--- src/rtl/id_ex_hazard_ctrl.sv ---
// Stall/bubble/flush controller beside the IF/ID and ID/EX registers: load-use stall,
// taken-branch flush and mem_busy freeze. Optional counters: define HAZARD_PERF_CNT_EN.
module id_ex_hazard_ctrl #(
  parameter int unsigned FLUSH_CYCLES = 1,
  parameter int unsigned CNT_W        = 16
) (
  input  logic             clk,
  input  logic             rst,
  input  logic [4:0]       id_rs,
  input  logic [4:0]       id_rt,
  input  logic             id_uses_rt,
  input  logic             ex_mem_read,
  input  logic [4:0]       ex_rt,
  input  logic             branch_taken,
  input  logic             mem_busy,
  output logic             pc_write,
  output logic             if_id_write,
  output logic             if_id_flush,
  output logic             id_ex_bubble,
  output logic             id_ex_hold,
  output logic [1:0]       state,
  output logic [CNT_W-1:0] lu_stall_count,
  output logic [CNT_W-1:0] flush_count,
  output logic [CNT_W-1:0] freeze_count
);

  typedef enum logic [1:0] {
    StRun     = 2'd0,
    StLuStall = 2'd1,
    StFlush   = 2'd2
  } state_e;

  localparam logic [3:0] CntReload = 4'(FLUSH_CYCLES - 1);

  state_e     state_q, state_d;
  logic [3:0] cnt_q, cnt_d;
  logic       lu;
  logic       lu_entry;

  assign lu = ex_mem_read && (ex_rt != 5'd0) &&
              ((ex_rt == id_rs) || (id_uses_rt && (ex_rt == id_rt)));

  always_comb begin
    state_d      = state_q;
    cnt_d        = cnt_q;
    pc_write     = 1'b0;
    if_id_write  = 1'b0;
    if_id_flush  = 1'b0;
    id_ex_bubble = 1'b0;
    id_ex_hold   = 1'b0;
    lu_entry     = 1'b0;

    if (rst) begin
      if_id_flush  = 1'b1;
      id_ex_bubble = 1'b1;
      state_d      = StRun;
      cnt_d        = 4'd0;
    end else if (mem_busy) begin
      // Freeze: hold everything; EX re-presents branch/load after the freeze.
      id_ex_hold = 1'b1;
    end else begin
      case (state_q)
        StRun, StLuStall: begin
          if (branch_taken) begin
            pc_write     = 1'b1;
            if_id_write  = 1'b1;
            if_id_flush  = 1'b1;
            id_ex_bubble = 1'b1;
            if (FLUSH_CYCLES == 1) begin
              state_d = StRun;
            end else begin
              state_d = StFlush;
              cnt_d   = CntReload;
            end
          end else if ((state_q == StRun) && lu) begin
            id_ex_bubble = 1'b1;
            state_d      = StLuStall;
            lu_entry     = 1'b1;
          end else begin
            pc_write    = 1'b1;
            if_id_write = 1'b1;
            state_d     = StRun;
          end
        end
        StFlush: begin
          pc_write     = 1'b1;
          if_id_write  = 1'b1;
          if_id_flush  = 1'b1;
          id_ex_bubble = 1'b1;
          if (branch_taken) begin
            cnt_d = CntReload;
          end else if (cnt_q == 4'd1) begin
            state_d = StRun;
            cnt_d   = 4'd0;
          end else begin
            cnt_d = cnt_q - 4'd1;
          end
        end
        default: begin
          state_d = StRun;
          cnt_d   = 4'd0;
        end
      endcase
    end
  end

  always_ff @(posedge clk) begin
    if (rst) begin
      state_q <= StRun;
      cnt_q   <= 4'd0;
    end else begin
      state_q <= state_d;
      cnt_q   <= cnt_d;
    end
  end

  assign state = state_q;

`ifdef HAZARD_PERF_CNT_EN
  logic [CNT_W-1:0] lu_cnt_q, flush_cnt_q, freeze_cnt_q;

  always_ff @(posedge clk) begin
    if (rst) begin
      lu_cnt_q     <= '0;
      flush_cnt_q  <= '0;
      freeze_cnt_q <= '0;
    end else begin
      // All counters saturate at all-ones.
      if (lu_entry && (lu_cnt_q != '1))        lu_cnt_q     <= lu_cnt_q + CNT_W'(1);
      if (if_id_flush && (flush_cnt_q != '1))  flush_cnt_q  <= flush_cnt_q + CNT_W'(1);
      if (mem_busy && (freeze_cnt_q != '1))    freeze_cnt_q <= freeze_cnt_q + CNT_W'(1);
    end
  end

  assign lu_stall_count = lu_cnt_q;
  assign flush_count    = flush_cnt_q;
  assign freeze_count   = freeze_cnt_q;
`else
  logic unused_lu_entry;
  assign unused_lu_entry = lu_entry;
  assign lu_stall_count  = '0;
  assign flush_count     = '0;
  assign freeze_count    = '0;
`endif

endmodule
--- config.mk ---
export PLATFORM = sky130hd
export DESIGN_NAME = id_ex_hazard_ctrl
export DESIGN_NICKNAME = d
export VERILOG_FILES = /design/src/rtl/id_ex_hazard_ctrl.sv
export SDC_FILE = /design/constraint.sdc
export NUM_CORES = 1
export LEC_CHECK = 0
export BUFFER_PORTS_ARGS = -buffer_cell sky130_fd_sc_hd__buf_2
export CORE_MARGIN = 3
export CORE_UTILIZATION = 31
export CTS_BUF_LIST = sky130_fd_sc_hd__clkbuf_16
export DETAILED_ROUTE_END_ITERATION = 10
export PLACE_DENSITY = 0.76
export REMOVE_ABC_BUFFERS = 1
export SLEW_MARGIN = 10
export SYNTH_ARGS = -nofsm -noshare
export SYNTH_HDL_FRONTEND = slang
export SYNTH_SLANG_ARGS = --single-unit
--- constraint.sdc ---
create_clock -name clk -period 1.49 [get_ports clk]
set_input_delay 0.149 -clock clk [delete_from_list [all_inputs] [get_ports clk]]
set_output_delay 0.149 -clock clk [all_outputs]
set_load 0.02 [all_outputs]
# Yosys cells after proc, flatten, opt, wreduce, memory -nomap -nowiden
# Cells that the tools add are included.
dict set report op_classes {
  n_addsub 1
  n_eq_ne 7
  n_mux 24
  bitwise_logic 2
  reduce_logical 10
}
# op n
set ops {}
lappend ops {{$mux 1} 15}
lappend ops {{$eq 5x5->1} 2}
lappend ops {{$mux 4} 2}
lappend ops {{$pmux 4 s2} 1}
lappend ops {{$pmux 1 s2} 3}
lappend ops {{$reduce_bool 5->1} 1}
lappend ops {{$eq 4x1->1 const B} 1}
lappend ops {{$logic_and 1x1->1} 4}
lappend ops {{$mux 2} 2}
lappend ops {{$ne 2x2->1 const B} 2}
lappend ops {{$pmux 2 s2} 1}
lappend ops {{$sub 4x1->4 const B} 1}
lappend ops {{$reduce_and 3->1} 1}
lappend ops {{$eq 2x1->1 const B} 1}
lappend ops {{$eq 2x2->1 const B} 1}
lappend ops {{$logic_not 2->1} 1}
lappend ops {{$not 1->1} 2}
lappend ops {{$reduce_and 2->1} 1}
lappend ops {{$reduce_or 2->1} 1}
lappend ops {{$logic_or 1x1->1} 1}
dict set report totals {
  ff_bits 6
  inputBits 21
  out_inout_bits 55
  word_cells 46
}

# Longest topological paths before layout
# Gate-level depths: netlist of run 1.
dict set report logic_depth {
  depth_word 10
  mapped_depth 5
  mapped_depth_nobuf 4
}

# Least setup slack after synthesis of run 1
# No wires, ideal clock.
dict set report synth_path {
  path_kind {input port to output port}
  from {input ex_rt[4]}
  to {output pc_write}
  t_arrival_ns 1.166
  required_ns 1.341
  setup_slack_ns 0.175
  cell_stages 5
  path_buffers 1
  path_cell_list {xor2_1 > nor4_1 > a32oi_1 > o21a_1 > buf_4}
}
dict set report synth_via {
  elab_chain_len 10
  word_cells_on_any_way 13
  cone_classes {eq/ne (2); mux (5); reduce/logical (6)}
}
# item line_no
set synth_lines {}
lappend synth_lines {{start: declaration} 13} ;# input logic [4:0] ex_rt,
lappend synth_lines {{$eq 5x5->1} 41} ;# ((ex_rt == id_rs) || (id_uses_rt && (ex_rt == id_rt)));
lappend synth_lines {{$logic_and 1x1->1} 41}
lappend synth_lines {{$logic_or 1x1->1} 41}
lappend synth_lines {{$logic_and 1x1->1 (*)} 40} ;# assign lu = ex_mem_read && (ex_rt != 5'd0) &&
lappend synth_lines {{$logic_and 1x1->1 (*)} 75} ;# end else if ((state_q == StRun) && lu) begin
lappend synth_lines {{$mux 1 (*) (2 in series)} n/a}
lappend synth_lines {{$pmux 1 s2 (*)} n/a}
lappend synth_lines {{$mux 1 (*) (2 in series)} n/a}
lappend synth_lines {{end: declaration} 16} ;# output logic pc_write,
# Mark *: on every way between the ends. The rest lies on a longest branch, timed or not.

# Final worst setup path of run 1
dict set report layout_path {
  from {input ex_rt[0]}
  to {output if_id_write}
}
dict set report layout_via {
  elab_chain_len 10
  word_cells_on_any_way 13
  cone_classes {eq/ne (2); mux (5); reduce/logical (6)}
}
# item line_no
set layout_lines {}
lappend layout_lines {{$eq 5x5->1} 41}
lappend layout_lines {{$logic_and 1x1->1} 41}
lappend layout_lines {{$logic_or 1x1->1} 41}
lappend layout_lines {{$logic_and 1x1->1 (*)} 40}
lappend layout_lines {{$logic_and 1x1->1 (*)} 75}
lappend layout_lines {{$mux 1 (*)} 75}
lappend layout_lines {{$mux 1 (*)} 64} ;# if (branch_taken) begin
lappend layout_lines {{$pmux 1 s2 (*)} 62} ;# case (state_q)
lappend layout_lines {{$mux 1 (*)} 58} ;# end else if (mem_busy) begin
lappend layout_lines {{$mux 1 (*)} 53} ;# if (rst) begin
lappend layout_lines {{end: declaration} 17} ;# output logic if_id_write,
# Marked as above.

==> run summary, run 1 <==
The flow ran to the end, and the final reports show no timing, DRC or antenna violations. Timing analysis after detailed placement gives a worst setup slack of 42.5 ps. Clock skew on the completed layout was measured at 0 ps. The synthesized design spends more area on one cell type than any other, namely buf_4. The number of flip-flops in the largest register is 1, and the number of cells on the worst hold path is 3.

After synthesis the cells add up to 593 um2. In the final layout, the share of cells above drive strength 1 is 28.0%. Number of nets in the layout: 130. By area the synthesized netlist is led by buf_4, xor2_1, dfxtp_1. The tools report the number of distinct standard cells referenced by the synthesized netlist as 17. The analysis attributes to cell leakage a power of 0.360 nW. In this run, the combinational gates consume 88.8% of the power. Maximum number of pins on one net before global-route repair: 5.

The total inserted antenna cells was 0. Once the clock tree was built, the setup fixing pass inserted 0 buffers. The library cells used most frequently in the layout, excluding fill and tap cells, are conb_1, buf_2, xor2_1. Startpoint of the worst-slack reg-to-reg timing path: state[0]. The required time of the critical path came out at 1340 ps. Routability-driven placement finished with a final weighted congestion of 0.695. The wire-length estimate of the detail-placed layout is 929 um.

The number of standard cells in the final layout excluding fillers was 132. The run gives 714 MHz as the achievable frequency. The run gives 3.38% as the proportion of synthesized chip area in sequential cells. For the final routed database, the setup TNS stands at 0 ps.

Worst setup path category: in2out. After clock tree synthesis, the clock-pin slew on the worst setup and hold paths is 0 ps. The tools report the reg-to-reg endpoint as state[0]. On the final layout, the worst hold slack is 456 ps. The DRC violations left was 0; the fraction of power consumed by sequential logic was 11.2%.

The commonest non-fill, non-tap cell in the layout was conb_1. The critical path arrival came out at 1250 ps. The run gives 0 as the number of setup violations in the final report.

The final-report hold violation count came out at 0. The number of pins exceeding their max-slew limit in the final report came out at 0. The aggregate global routing overflow was 0; the cell count of the worst reg-to-reg path was 3. Net switching is 67.0% of the power. The tools report the initial antenna violation count as 0. The number of synthesized register bits came out at 1. The first routing iteration left 8 violations. In this run the most critical hold path is launched from mem_busy.

Count of input and output buffers: 26. Counting both buffers and inverters, the worst setup path holds a total of 2. In the detailed route, the total length drawn on met2 is 541 um. The slowest stage of the critical path is the nor4_2 cell. The worst-case IR drop observed on VDD is 0.000143 V. Starting density of the core: 33.6%. Wires add up to 1000 um. The type of the worst min-delay path was in2reg. Dividing the detail-routed wire length by the instance count gives 7.58 um. The y dimension of the die came out at 49.7 um.

Setup slack on the worst reg-to-reg path comes out at 610 ps. Relative to the synthesized area, the layout overhead comes to 3.16%. First-pass GRT wire length: 1280 um. The startpoint class of the critical path is an input port.

The number of max-capacitance violations reported is 0. Setup repair after global routing left no endpoint under its margin. The cell-internal power was 0.0817 mW.

The number of detailed-route iterations in the first pass was 3; the via count of the first global-routing pass was 313. Traced cell by cell, the critical path runs through buf_4, xor2_2, nor4_2, a32oi_2, o21a_1, buf_6. Area enclosed by the die boundary: 2470 um2.

The insertion delay to the later sink of the worst-skew pair was 0 ps; the total power consumption of the routed design was 0.247 mW. The routed length on met3 is 142 um, and the standard cell core area is 1760 um2. The worst hold path terminates at state[0].

Global routing used 6.08% of the available tracks. The run gives 0 as the total number of yosys warnings. In this run the core area contains 15 standard-cell rows. The average instance in the mapped netlist occupies 7.15 um2. The minimum clock period after layout was 1400 ps. The top routing layer in use was met3. The top fanout value on the critical path is 3. For this design the total switching power over the nets is 0.166 mW. STA classifies the critical path endpoint as a primary output. Synthesis handed over a netlist of 83 instances. In the routed layout, each cell is associated on average with a via count of 3.21.

Including well taps, the total number of placed cells is 132. For this block, wires on met1 add up to 317 um. In this design, the stage delay of the slowest critical-path cell is 290 ps. For this design the ratio of total power to cell area is 404 nW/um2.

The top cell family by delay on the critical path was compound AO/OA/AOI/OAI gates. The number of primary I/O pins was 76; the cell depth of the worst setup path was 6. The top cell type by area accounts for 63.3% of the synthesized area. In this run the remaining antenna-violating nets after routing total 0.

The final critical-path share of the clock period is 94.0%, and the total vias in the final route is 424. In this run, the clock network consumes 0% of the power. The die outline width came out at 49.7 um. The final setup slack of the worst path is 89.4 ps, and the hold-fix buffer count after cts is 0.
==> worst max-delay path by stage <==
stage / slack (ps) / to / startpoint
2_1_floorplan: 280 / id_ex_bubble / ex_rt[4]
3_3_place_gp: 80 / if_id_write / ex_rt[2]
3_5_place_dp: 40 / if_id_write / ex_rt[4]
4_1_cts: 50 / if_id_write / ex_rt[4]
5_1_grt: 0.1 / pc_write / id_rt[2]
6_report: 90 / if_id_write / ex_rt[0]
==> synthesized netlist by cell type, drive strengths merged <==
library cell  count
o21ai             1
nor2              4
xor2              9
o22ai             1
a32oi             1
a21oi             1
nand2             4
nor3b             2
xnor2             1
nor4              1
nand3             1
conb              1
o21a              1
nor3              2
dfxtp             1
inv               2
buf              50
==> cells by family (layout without fill, tap and decap cells) <==
logic type	Yosys count	after routing	share of synthesized area, %
buffers and inverters	52	28	64.6
AOI/OAI and AO/OA	5	5	5.49
and+or+nand+nor	14	14	11.2
DFF	1	1	3.38
other	1	49	0.632
xor gates and xnor gates	10	10	14.8
==> what timing repair did <==
action                                 4_1_cts  5_1_grt
gates resized for setup                      0       11
endpoints found under the hold margin        0        0
setup endpoints to repair                    0        3
==> metal layers <==
layer / track usage (%) / up-vias
met5: 0 / -
met4: 0 / 0
met1: 8.51 / 179
li1: - / 209
met3: 0 / 0
met2: 11.0 / 36
==> final cells by class <==
type	count	area (um2)
Tap cell	25	31.3
Sequential cell	1	20.0
Inverter	2	7.51
Timing Repair Buffer	26	154
Multi-Input combinational cell	78	399
Fill cell	199	1150
==> metrics by stage <==
stage,area [um2],util (%)
global placement,559,31.7
CTS,559,31.7
global route,612,34.7
detailed placement,559,31.7
floorplan,398,-
finish,612,34.7
==> power groups by stage <==
stage | registers [mW] | clock network (mW) | logic (mW)
floorplan | 0.0280 | 0 | 0.152
global placement | 0.0277 | 0 | 0.200
detailed placement | 0.0277 | 0 | 0.200
CTS | 0.0277 | 0 | 0.200
global route | 0.0278 | 0 | 0.237
finish | 0.0277 | 0 | 0.220
==> worst register-to-register path: stages (launching register included) <==
cell and delay, ps:
dfxtp_1 310, nor3b_1 260, nand3_1 110, o22ai_1 120
Note: power is estimated with default switching activity, not from simulation.
==> run 2, diff against run 1 <==
--- a/config.mk
+++ b/config.mk
@@ -6,6 +6,7 @@
 export NUM_CORES = 1
 export LEC_CHECK = 0
 export BUFFER_PORTS_ARGS = -buffer_cell sky130_fd_sc_hd__buf_2
+export CORE_ASPECT_RATIO = 1.25
 export CORE_MARGIN = 3
 export CORE_UTILIZATION = 31
 export CTS_BUF_LIST = sky130_fd_sc_hd__clkbuf_16
==> run 2 against run 1 <==
  * Critical path depth unchanged
  * Worst hold slack improved by 17 ps
  * Clock skew unchanged
  * Setup slack improved by 4.0 ps
  * Critical endpoint unchanged
==> run summary, run 2 (same netlist as run 1, synthesis figures left out) <==
The initial antenna violation count was 0 (unchanged). The cell-internal power was 0.0826 mW (was 0.0817 mW); the placer's final routability congestion estimate was 0.728 (was 0.695). For the number of standard cells in the final layout excluding fillers, the log shows 126 (was 132).

The top fanout value on the critical path was 3 (unchanged). The type of the worst min-delay path is in2reg (unchanged). The first-pass GRT wire length is 1120 um (was 1280 um), and the switching component of the power is 0.160 mW (was 0.166 mW). The flop-to-flop setup slack is 550 ps (was 610 ps), and the achievable frequency is 716 MHz (was 714 MHz). The switching share of power is 65.9% (was 67.0%). For the number of filler instances in the final layout, the log shows 210 (was 199). The average vias per placed instance came out at 3.56 (was 3.21). The number of detailed-route iterations in the first pass is 4 (was 3), and the total vias in the final route is 449 (was 424).

The setup skew after layout is 0 ps (unchanged), and the leakage power summed over all cells is 0.359 nW (was 0.360 nW). Setup repair after global routing left no endpoint under its margin. The commonest non-fill, non-tap cell in the layout is conb_1 (unchanged).

The startpoint class of the critical path is an input port (unchanged). The maximum number of pins on one net before global-route repair was 5 (unchanged). The number of cells upsized or downsized after cts is 0 (unchanged). The remaining number of nets flagged by the antenna check after routing was 0 (unchanged); the area enclosed by the die boundary was 2480 um2 (was 2470 um2). The post-synthesis to final-layout area growth was -0.211% (was 3.16%); the fraction of layout instances using a drive strength above 1 was 24.3% (was 28.0%).

The hold-fix buffer count after cts is 0 (unchanged), and the critical path arrival is 1250 ps (about the same). The via count of the first global-routing pass is 292 (was 313), and the required time of the critical path is 1340 ps (about the same). For the setup TNS after final layout, the log shows 0 ps (unchanged).

The number of post-CTS setup repair buffers was 0 (unchanged); the detail-routed net length per standard cell was 8.25 um (was 7.58 um). The run gives 126 (was 132) as the placed cell count. The minimum clock period after layout works out to 1400 ps (about the same).

The count of input and output buffers is 26 (unchanged). The starting density of the core was 33.2% (was 33.6%). The number of nets in the layout is 130 (unchanged), and the routed wire length is 1040 um (was 1000 um).

Number of pins exceeding their max-slew limit in the final report: 0 (unchanged). For the worst-case hold slack, the log shows 473 ps (was 456 ps). The final setup slack of the worst path is 93.4 ps (was 89.4 ps), and the final design utilization is 33.1% (was 34.7%). The insertion delay to the later sink of the worst-skew pair is 0 ps (about the same). The starting DRC count in detailed routing is 1 (was 8), and the number of primary I/O pins is 76 (unchanged).

Y dimension of the die: 54.9 um (was 49.7 um). Overall fraction of global-route tracks in use: 5.68% (was 6.08%). The standard-cell row count is 17 (was 15).

The die outline width was 45.1 um (was 49.7 um). The run gives 11.4% (was 11.2%) as the fraction of power consumed by sequential logic. Worst-case vdd ir drop: 0.000150 V (was 0.000143 V). The run finished with clean final reports. Number of max-capacitance violations reported: 0 (unchanged). The worst setup path category is in2out (unchanged). Commonest non-fill, non-tap cells in the layout: conb_1, buf_2, xor2_1 (unchanged). Aggregate global routing overflow: 0 (unchanged). The final-report hold violation count came out at 0 (unchanged). The capturing element type of the critical path is a primary output (unchanged). For the DRC violations left, the log shows 0 (unchanged).

The areal power density over the cells is 410 nW/um2 (was 404 nW/um2). The pre-CTS worst setup slack came out at 37.8 ps (was 42.5 ps). The number of flip-flops in the largest register works out to 1 (unchanged). The clock slew seen by the registers of the worst setup and hold paths is 0 ps (about the same). The total inserted antenna cells was 0 (unchanged); the placed wire-length estimate after detailed placement was 957 um (was 929 um). The logs give 0 (unchanged) for the number of setup violations in the final report and 0% (about the same) for the clock power share.

The share of power burned in combinational logic is 88.6% (was 88.8%). The final critical-path share of the clock period is 93.7% (was 94.0%), and the standard cell core area is 1790 um2 (was 1760 um2).
==> run 2: cell types whose count changed in the layout (fill, tap and decap cells not counted) <==
cell / delta
a32oi_1: +1
a32oi_2: -1
buf_2: -2
buf_4: -1
buf_6: +3
nor4_1: +1
nor4_2: -1
xor2_1: +2
xor2_2: -2
==> run 2: critical path, cell delays in order <==
cell and delay, ps:
buf_6 90, xor2_1 150, nor4_1 290, a32oi_1 200, o21a_1 240, buf_6 140
==> run 2: metrics by stage <==
step | power [mW] | area [um2]
final | 0.243 | 592
after global routing | 0.260 | 592
after CTS | 0.230 | 552
after detailed placement | 0.229 | 552
after global placement | 0.229 | 552
after floorplan | 0.180 | 398
==> run 2: routing by layer <==
layer / up-vias / track usage [%] / routed length, um / share of wire [%]
li1: 211 / - / - / -
met1: 189 / 6.36 / 277 / 27
met2: 49 / 11.8 / 527 / 51
met3: 0 / 0.647 / 235 / 23
met4: 0 / 0 / 0 / 0
met5: - / 0 / 0 / 0
==> run 2: final cells by class <==
type | count | area (um2) | share of cell area (%)
repair buffers | 26 | 170 | 28.8
multi-input cells | 78 | 370 | 62.6
inverters | 2 | 7.51 | 1.27
flip-flops and latches | 1 | 20.0 | 3.38
well taps | 19 | 23.8 | 4.02
==> run 2: final timing paths <==
kind,start,end,cells after the start
worst max register to register,state[0],state[0],3
worst max-delay path,id_rt[0],if_id_write,6
worst min-delay path,mem_busy,state[0],3
worst min register to register,state[0],state[0],2
==> run 2: power by group through the flow <==
stage	Combinational (mW)	Clock [mW]	Sequential (mW)
global route	0.233	0	0.0278
finish	0.215	0	0.0277
detailed placement	0.201	0	0.0277
floorplan	0.152	0	0.0280
global placement	0.201	0	0.0277
CTS	0.202	0	0.0277
